[src/rtl/spi_param_regs_pkg.sv]
// Shared protocol constants for the SPI parameter register block.
// Covers the header and data word field layout, the op codes and the FSM state encoding.
package spi_param_regs_pkg;

    localparam logic [3:0] MAGIC = 4'hA;

    localparam logic [1:0] OP_WRITE   = 2'b00;
    localparam logic [1:0] OP_COMMIT  = 2'b01;
    localparam logic [1:0] OP_DISCARD = 2'b10;
    localparam logic [1:0] OP_RSVD    = 2'b11;

    localparam int MAGIC_MSB = 31;
    localparam int MAGIC_LSB = 28;
    localparam int OP_MSB    = 27;
    localparam int OP_LSB    = 26;
    localparam int ADDR_MSB  = 11;
    localparam int ADDR_LSB  = 8;
    localparam int COUNT_MSB = 7;
    localparam int COUNT_LSB = 0;
    localparam int VALUE_MSB = 31;
    localparam int VALUE_LSB = 16;
    localparam int CHECK_MSB = 15;
    localparam int CHECK_LSB = 0;

    typedef enum logic [1:0] {
        ST_IDLE   = 2'd0,
        ST_BURST  = 2'd1,
        ST_COMMIT = 2'd2
    } state_t;

endpackage

[src/rtl/spi_word_decode.sv]
// Combinational field splitter for one received SPI word.
// The same word is interpreted as a header (magic/op/addr/count) and as a data word (value/check).
module spi_word_decode
    import spi_param_regs_pkg::*;
(
    input  logic [31:0] word_i,
    output logic        magic_ok_o,
    output logic [1:0]  op_o,
    output logic [3:0]  addr_o,
    output logic [7:0]  count_o,
    output logic [15:0] value_o,
    output logic        check_ok_o
);

    logic unusedBits;

    assign magic_ok_o = (word_i[MAGIC_MSB:MAGIC_LSB] == MAGIC);
    assign op_o       = word_i[OP_MSB:OP_LSB];
    assign addr_o     = word_i[ADDR_MSB:ADDR_LSB];
    assign count_o    = word_i[COUNT_MSB:COUNT_LSB];
    assign value_o    = word_i[VALUE_MSB:VALUE_LSB];
    // A data word carries its own inverted copy as a cheap integrity check.
    assign check_ok_o = (word_i[CHECK_MSB:CHECK_LSB] == ~word_i[VALUE_MSB:VALUE_LSB]);
    assign unusedBits = ^word_i[25:12];

endmodule

[src/rtl/spi_param_regs.sv]
// Framed SPI protocol parser feeding staged and active PID parameter banks.
// Active values change only on COMMIT, which also raises a one-cycle update strobe.
module spi_param_regs
    import spi_param_regs_pkg::*;
#(
    parameter int NUM_REGS = 4,
    parameter int ERR_BITS = 8
) (
    input  logic                    clk,
    input  logic                    reset,
    input  logic                    cs,
    input  logic                    word_valid,
    input  logic [31:0]             word,
    output logic [NUM_REGS*16-1:0]  params,
    output logic                    params_update,
    output logic                    busy,
    output logic [ERR_BITS-1:0]     err_count
);

    state_t                  state_q, state_d;
    logic [3:0]              addr_q, addr_d;
    logic [7:0]              count_q, count_d;
    logic [NUM_REGS*16-1:0]  staged_q, staged_d;
    logic [NUM_REGS*16-1:0]  active_q, active_d;
    logic                    update_q, update_d;
    logic [ERR_BITS-1:0]     err_q, err_d;

    logic                    errInc;
    logic                    writeEn;
    logic                    discardEn;
    logic                    commitEn;

    logic                    decMagicOk;
    logic [1:0]              decOp;
    logic [3:0]              decAddr;
    logic [7:0]              decCount;
    logic [15:0]             decValue;
    logic                    decCheckOk;

    spi_word_decode u_decode (
        .word_i     (word),
        .magic_ok_o (decMagicOk),
        .op_o       (decOp),
        .addr_o     (decAddr),
        .count_o    (decCount),
        .value_o    (decValue),
        .check_ok_o (decCheckOk)
    );

    always_comb begin
        state_d   = state_q;
        addr_d    = addr_q;
        count_d   = count_q;
        errInc    = 1'b0;
        writeEn   = 1'b0;
        discardEn = 1'b0;
        commitEn  = 1'b0;
        unique case (state_q)
            ST_IDLE: begin
                if (word_valid) begin
                    if (!decMagicOk || decOp == OP_RSVD) begin
                        errInc = 1'b1;
                    end else if (decOp == OP_WRITE) begin
                        if (decCount == 8'd0) begin
                            state_d = ST_IDLE;
                        end else if (int'(decAddr) >= NUM_REGS) begin
                            errInc = 1'b1;
                        end else begin
                            addr_d  = decAddr;
                            count_d = decCount;
                            state_d = ST_BURST;
                        end
                    end else if (decOp == OP_COMMIT) begin
                        commitEn = 1'b1;
                        state_d  = ST_COMMIT;
                    end else begin
                        discardEn = 1'b1;
                    end
                end
            end
            ST_BURST: begin
                if (word_valid) begin
                    if (!decCheckOk) begin
                        errInc  = 1'b1;
                        state_d = ST_IDLE;
                    end else begin
                        writeEn = 1'b1;
                        addr_d  = (addr_q == 4'(NUM_REGS - 1)) ? 4'd0 : addr_q + 4'd1;
                        count_d = count_q - 8'd1;
                        if (count_q == 8'd1) begin
                            state_d = ST_IDLE;
                        end
                    end
                end
                // Deselect only aborts a burst that the current word did not finish.
                if (cs && state_d == ST_BURST) begin
                    errInc  = 1'b1;
                    state_d = ST_IDLE;
                end
            end
            ST_COMMIT: begin
                state_d = ST_IDLE;
                if (word_valid) begin
                    errInc = 1'b1;
                end
            end
            default: begin
                state_d = ST_IDLE;
            end
        endcase
    end

    always_comb begin
        staged_d = staged_q;
        if (discardEn) begin
            staged_d = active_q;
        end else if (writeEn) begin
            for (int i = 0; i < NUM_REGS; i++) begin
                if (addr_q == 4'(i)) begin
                    staged_d[16*i +: 16] = decValue;
                end
            end
        end
    end

    // The copy is taken on the header edge so params and the strobe appear together in the COMMIT cycle.
    always_comb begin
        active_d = commitEn ? staged_q : active_q;
        update_d = commitEn;
        err_d    = err_q;
        if (errInc && err_q != '1) begin
            err_d = err_q + ERR_BITS'(1);
        end
    end

    always_ff @(posedge clk or posedge reset) begin
        if (reset) begin
            state_q  <= ST_IDLE;
            addr_q   <= '0;
            count_q  <= '0;
            staged_q <= '0;
            active_q <= '0;
            update_q <= 1'b0;
            err_q    <= '0;
        end else begin
            state_q  <= state_d;
            addr_q   <= addr_d;
            count_q  <= count_d;
            staged_q <= staged_d;
            active_q <= active_d;
            update_q <= update_d;
            err_q    <= err_d;
        end
    end

    assign params        = active_q;
    assign params_update = update_q;
    assign busy          = (state_q != ST_IDLE);
    assign err_count     = err_q;

endmodule
[config.mk]
export PLATFORM = sky130hd
export DESIGN_NAME = spi_param_regs
export DESIGN_NICKNAME = d
export VERILOG_FILES = /design/src/rtl/spi_param_regs_pkg.sv /design/src/rtl/spi_word_decode.sv /design/src/rtl/spi_param_regs.sv
export SDC_FILE = /design/constraint.sdc
export NUM_CORES = 1
export LEC_CHECK = 0
export ABC_AREA = 1
export CAP_MARGIN = 20
export CORE_MARGIN = 8
export CORE_UTILIZATION = 38
export CTS_CLUSTER_SIZE = 40
export DETAILED_ROUTE_END_ITERATION = 6
export PLACE_DENSITY = 0.6
export SLEW_MARGIN = 30
export SYNTH_ARGS = -nofsm -noshare
export SYNTH_HDL_FRONTEND = slang
export SYNTH_SLANG_ARGS = --single-unit
export TNS_END_PERCENT = 10
[constraint.sdc]
create_clock -name clk -period 6.81 [get_ports clk]
set_input_delay 1.0215 -clock clk [delete_from_list [all_inputs] [get_ports clk]]
set_output_delay 1.0215 -clock clk [all_outputs]
set_load 0.01 [all_outputs]
**Word-level counts from Yosys, hierarchy flattened**

Index checks and enable logic that the tools add are counted.

- Register bits after elaboration: 151
- Input port bits: 36
- Output and inout port bits: 74
- Word-level logic and storage cells: 115

- $add $sub $neg: 3
- $lt $le $gt $ge: 1
- Eq/ne operators: 21
- Muxes and demuxes: 58
- Bitwise operators: 1
- Reduce and logical (&&, ||, !) cells: 21

Operator list:

| operator | count |
|---|---|
| two-way mux 64 bit | 2 |
| two-way mux 16 bit | 4 |
| two-way mux 8 bit | 7 |
| two-way mux 4 bit | 8 |
| two-way mux 1 bit | 22 |
| two-way mux 2 bit | 11 |
| == test 16 bit | 1 |
| inverter 16 bit | 1 |
| one-hot mux 8 bit (2 select lines) | 1 |
| inequality test 2 bit (second input constant) | 7 |
| nonzero test 2 bit | 7 |
| adder 8 x 1 -> 8 bit (second input constant) | 1 |
| == test 4 x 2 -> 1 bit (second input constant) | 2 |
| == test 8 x 1 -> 1 bit (second input constant) | 1 |
| zero test 8 bit | 1 |
| inequality test 8 bit (second input constant) | 1 |
| one-hot mux 4 bit (2 select lines) | 1 |
| AND reduction 2 bit | 4 |
| AND reduction 8 bit | 1 |
| subtractor 8 x 1 -> 8 bit (second input constant) | 1 |
| == test 2 x 1 -> 1 bit (second input constant) | 3 |
| adder 4 x 1 -> 4 bit (second input constant) | 1 |
| == test 2 bit (second input constant) | 2 |
| == test 4 x 1 -> 1 bit (second input constant) | 1 |
| other kinds (12) | 14 |

**Longest topological paths before layout**

- Depth in word-level cells: 10
- Gate-level depth with buffers: 14

**Hierarchy**

Synthesis repeated with hierarchy kept, for this count alone.

- Cells, all modules: 923
- Area total of the unflattened synthesis: 7333.3 um^2

By module, submodules not included:

| module | instances | cells each | area each (um^2) |
|---|---|---|---|
| spi_param_regs | 1 | 810 | 6790.3 |
| spi_word_decode | 1 | 113 | 543.0 |

**Worst setup path before layout**

No wires, ideal clock.

- Path kind: input to register
- Start: in word[27]
- End: reg count_q[5]
- Setup time: 0.123 ns
- Arrival: 2.214 ns
- Data required time: 6.687 ns
- Slack: 4.472 ns
- Stages: 11
- Buffers on the path: 2
- Cells stage by stage: buf_4 > xnor2_1 > nor2_1 > nand4_1 > nor2_2 > nand3_4 > nand2_2 > nand2_2 > buf_4 > nand2_1 > o21ai_2

- Cells in the longest elaborated chain, start to end: 4
- Elaborated cells on any way between the ends: 9
- Classes of those cells: eq/ne: 5; bitwise: 1; reduce/logical: 3

Ends and longest elaborated chain:

| element | RTL line | source |
|---|---|---|
| start, declared | spi_param_regs.sv:13 | `input logic [31:0] word,` |
| inverter 16 bit / == test 2 bit (equally long branches) | spi_word_decode.sv:23, spi_param_regs.sv:61 |  |
| == test 16 bit / logical OR 1 bit (equally long branches) | spi_word_decode.sv:23, spi_param_regs.sv:61 |  |
| inequality test 2 bit (no line) | - |  |
| AND reduction 8 bit (no line) * | - |  |
| end signal, assigned | spi_param_regs.sv:148 | `count_q <= count_d;` |
| end, declared | spi_param_regs.sv:22 | `logic [7:0] count_q, count_d;` |

Every way passes the cells marked *; elsewhere a longest branch is shown, timed or not.
A chain may end at the register's enable or synchronous reset.

**Worst setup path in the final report**

- Start: in word[27]
- End: reg staged_q[11]

- Cells in the longest elaborated chain, start to end: 8
- Elaborated cells on any way between the ends: 20
- Classes of those cells: eq/ne: 3; mux: 11; bitwise: 1; reduce/logical: 5

Ends and longest elaborated chain:

| element | RTL line | source |
|---|---|---|
| == test 2 x 1 -> 1 bit | spi_param_regs.sv:73 | `end else if (decOp == OP_COMMIT) begin` |
| two-way mux 1 bit | spi_param_regs.sv:73 |  |
| two-way mux 1 bit | spi_param_regs.sv:63 | `end else if (decOp == OP_WRITE) begin` |
| two-way mux 1 bit | spi_param_regs.sv:61 | `if (!decMagicOk \|\| decOp == OP_RSVD) begin` |
| two-way mux 1 bit | spi_param_regs.sv:60 | `if (word_valid) begin` |
| two-way mux 1 bit | spi_param_regs.sv:58 | `unique case (state_q)` |
| nonzero test 2 bit (no line) | - |  |
| AND reduction 2 bit (no line) | - |  |
| end signal, assigned | spi_param_regs.sv:149 | `staged_q <= staged_d;` |
| end, declared | spi_param_regs.sv:23 | `logic [NUM_REGS*16-1:0] staged_q, staged_d;` |

Parallel ways exist; a longest one is shown, timed or not. The select of a mux whose other input is x is not followed.

==> summary.md <==
| Metric | Value |
|---|---|
| RSZ-0062 raised after global routing | false |
| Most frequent cells in the layout | nand2_1 (354), nand3_1 (161), dfrtp_1 (151) |
| Area grow syn2layout | 24.35% |
| CTS tree | done |
| # port buffers | 109 |
| DIE WIDTH | between 150 and 200 um |
| Place WS | between 2 and 3 ns |
| CP max stage cell | buf_4 |
| GRT Overall Usage | 0.1848 |
| Via density | about 5.0 |
| Root Buffer | clkbuf_16 |
| Hold Fails Final Rpt | 0 |
| Cells after Synth | 976 |
| Most common cell after layout, fill and taps aside | nand2_1 |
| R2R Setup Slk | 4.32 ns |
| Sequential area share after synthesis | 0.4979 |
| CP cell instances | clkdlybuf4s50_1 > nand2_1 > nand4_1 > inv_2 > nand4_1 > buf_4 > buf_4 > nand2_1 > or2_2 > nand3_1 |
| Mapped Area | approximately 7600 sq um |
| Max Buffers Root-to-Sink | 2 |
| Starting Density | 0.3886 |
| Crit path max fanout | 81 |
| Placement Cell Area | between 8000 and 9000 sq um |
| CTS Hold Bufs | 0 |
| Antenna viol nets, final | 0 |
| Core area | approximately 20000 sq um |
| Max-slew violations | 0 |
| Maximum number of pins on one net before global-route repair | 99 |
| Initial antenna violation count | 0 |
| Synth area leader | dfrtp_1 |
| Min-Delay Path Class | reg -> reg |
| First-pass GRT wire length | 35440 um |
| Static Leak | around 4.8 nW |
| Syn nets | roughly 1000 |
| #FFs+latches synth | between 150 and 200 |
| Simple-gate share of the synthesized area | 0.3502 |
| Via count | 6650 |
| CP Buf/Inv Count | 4 |
| DR iter-0 viols | about 490 |
| HPWL Detailed | approximately 15000 um |
| Clk_lat worst skew | 0.43 ns |
| Setup ws final | 3.331 ns |
| Crit end category | flop |
| Largest stage delay on the critical path | ~0.71 ns |
| Gpl congestion | 0.8759 |
| Nets | around 1100 |
| Site row count | between 50 and 60 |
| Max-slew headroom | 0.4636 |
| Dominant combinational cell family by area after synthesis | simple AND/OR/NAND/NOR gates |
| DRC | 0 |
| Status | finished clean |
| Fmax | approximately 290 MHz |
| Post-synthesis xor/xnor area fraction | 0.01039 |
| DRT Pass-1 Iters | 5 |
| TritonCTS Buffers | 17 |
| # IOs | 110 |
| Multiplexer share of the synthesized area | 0.001319 |
| Number of distinct library cells after synthesis | 32 |
| Die Height | ~160 um |
| Largest delay share family, worst path | buffers and inverters |
| Die area | about 25000 sq um |
| Worst hold slack | about 0.48 ns |
| Clock slew at reported path FFs | 0.07 ns |
| Min cycle time layout | roughly 3.5 ns |
| Top cells by area, synth | dfrtp_1 (50%), nand2_1 (18%), nand3_1 (11%), inv_1 (4.5%), o21ai_0 (4.0%) |
| Syn Area/Cell | approximately 7.8 sq um |
| Post-synthesis compound-gate area fraction | 0.04765 |
| Crit path launch type | primary input |
| WP data arrival | approximately 3.8 ns |
| Layout cells sized above 1 | 0.06784 |
| Post-route clock period utilization | 0.5109 |
| PwrDens | between 200 and 300 nW/um^2 |
| # H-tree levels | 4 |
| # Post-CTS Setup Buffers | 0 |
| Worst slew pin tran | roughly 0.80 ns |
| Worst Setup Path Type | in -> reg |
| Vias in the first global route | between 6000 and 7000 |
| Top-area cell type share of the netlist area | 0.4979 |
| Worst VDD drop | approximately 0.14 mV |
| Congestion Overflow GR | 0 |
| Fillers | 1937 |
| DR WL/cell | ~16 um |
| Max_cap viols | 0 |
| Final Setup Violations | 0 |
| Ys Warns | 0 |
| # diodes | 0 |
| TNS Setup | 0 ns |
| Synth Area in Adders | 0.01154 |
| Required time worst endpoint | ~7 ns |
| Total Routed Length | ~22000 um |
| Post-cts sizing count | 0 |
| Clk sinks | roughly 150 |
| Design Area, Final | around 9400 sq um |
| Final setup skew | 0.01309 ns |
==> cell usage after synthesis, drive strengths merged <==
master and instances:
clkbuf 17, inv 99, xnor2 6, buf 29
o31ai 1, nor2 33, mux2i 1, nor4 1
nand3 162, xor2 3, o21ai 63, a22oi 1
nor3 3, o22ai 3, nand2 359, nand3b 8
ha 7, or2 11, nand4 18, dfrtp 151
==> final timing paths <==
path,depth (start not counted),end,startpoint
max,10,staged_q[11]$_DFFE_PP0P_,word[27]
min,2,params[16]$_DFFE_PP0P_,staged_q[16]$_DFFE_PP0P_
max reg2reg,7,params[4]$_DFFE_PP0P_,state_q[1]$_DFFE_PP0P_
min reg2reg,2,params[16]$_DFFE_PP0P_,staged_q[16]$_DFFE_PP0P_
max in group asynchronous,3,params[34]$_DFFE_PP0P_,reset
min in group asynchronous,2,params[10]$_DFFE_PP0P_,reset
==> cells by family (layout without fill, tap and decap cells) <==
kind of cell | count (synthesis) | in the layout
compound gates | 68 | 68
xor+xnor | 9 | 9
simple gates | 595 | 595
fa+ha+maj | 7 | 7
flops | 151 | 151
buf+inv | 145 | 245
mux | 1 | 1
==> metrics by stage <==
step	power [mW]	util	instances
after CTS	2.413	0.4831	1341
final	2.385	0.4833	1341
after global placement	1.414	0.4512	1309
after detailed placement	1.419	0.4512	1309
after global routing	2.498	0.4833	1341
after floorplan	1.233	-	976
==> tightest hold or removal path: cells and delay by family, from the launching register on <==
family / cells / cell delay, ns
and+or+nand+nor: 2 / 0.10
DFF: 1 / 0.34
==> registers in the layout (all words and copies together), names as in the netlist <==
name / flops
count_q: 8
staged_q: 64
params_update: 1
addr_q: 4
state_q: 2
params: 64
err_count: 8
==> final cells by class <==
cell class | count | area, sq um | area share
clock inverters | 14 | 182.7 | 0.01936
flip-flops and latches | 151 | 3779 | 0.4004
multi-input cells | 680 | 3196 | 0.3386
inverters | 99 | 376.6 | 0.03991
well taps | 265 | 331.6 | 0.03514
clock buffers | 18 | 439.2 | 0.04654
repair buffers | 114 | 1132 | 0.1200
==> power breakdown <==
| group | total, mW | internal (mW) | switching [mW] |
|---|---|---|---|
| clock | 0.988 | 0.567 | 0.420 |
| sequential | 1.06 | 0.986 | 0.0725 |
| combinational | 0.339 | 0.166 | 0.173 |
| total | 2.39 | 1.72 | 0.665 |
==> per-layer routing <==
layer	vias up	GRT usage	wire [um]	part of all wire
met4	0	0.04352	197	0.0090
li1	3291	-	-	-
met2	184	0.2924	10250	0.47
met5	-	0	0	0
met3	13	0.04881	1417	0.065
met1	3162	0.2482	10020	0.46
No activity file was read; power rests on OpenSTA's default activity.
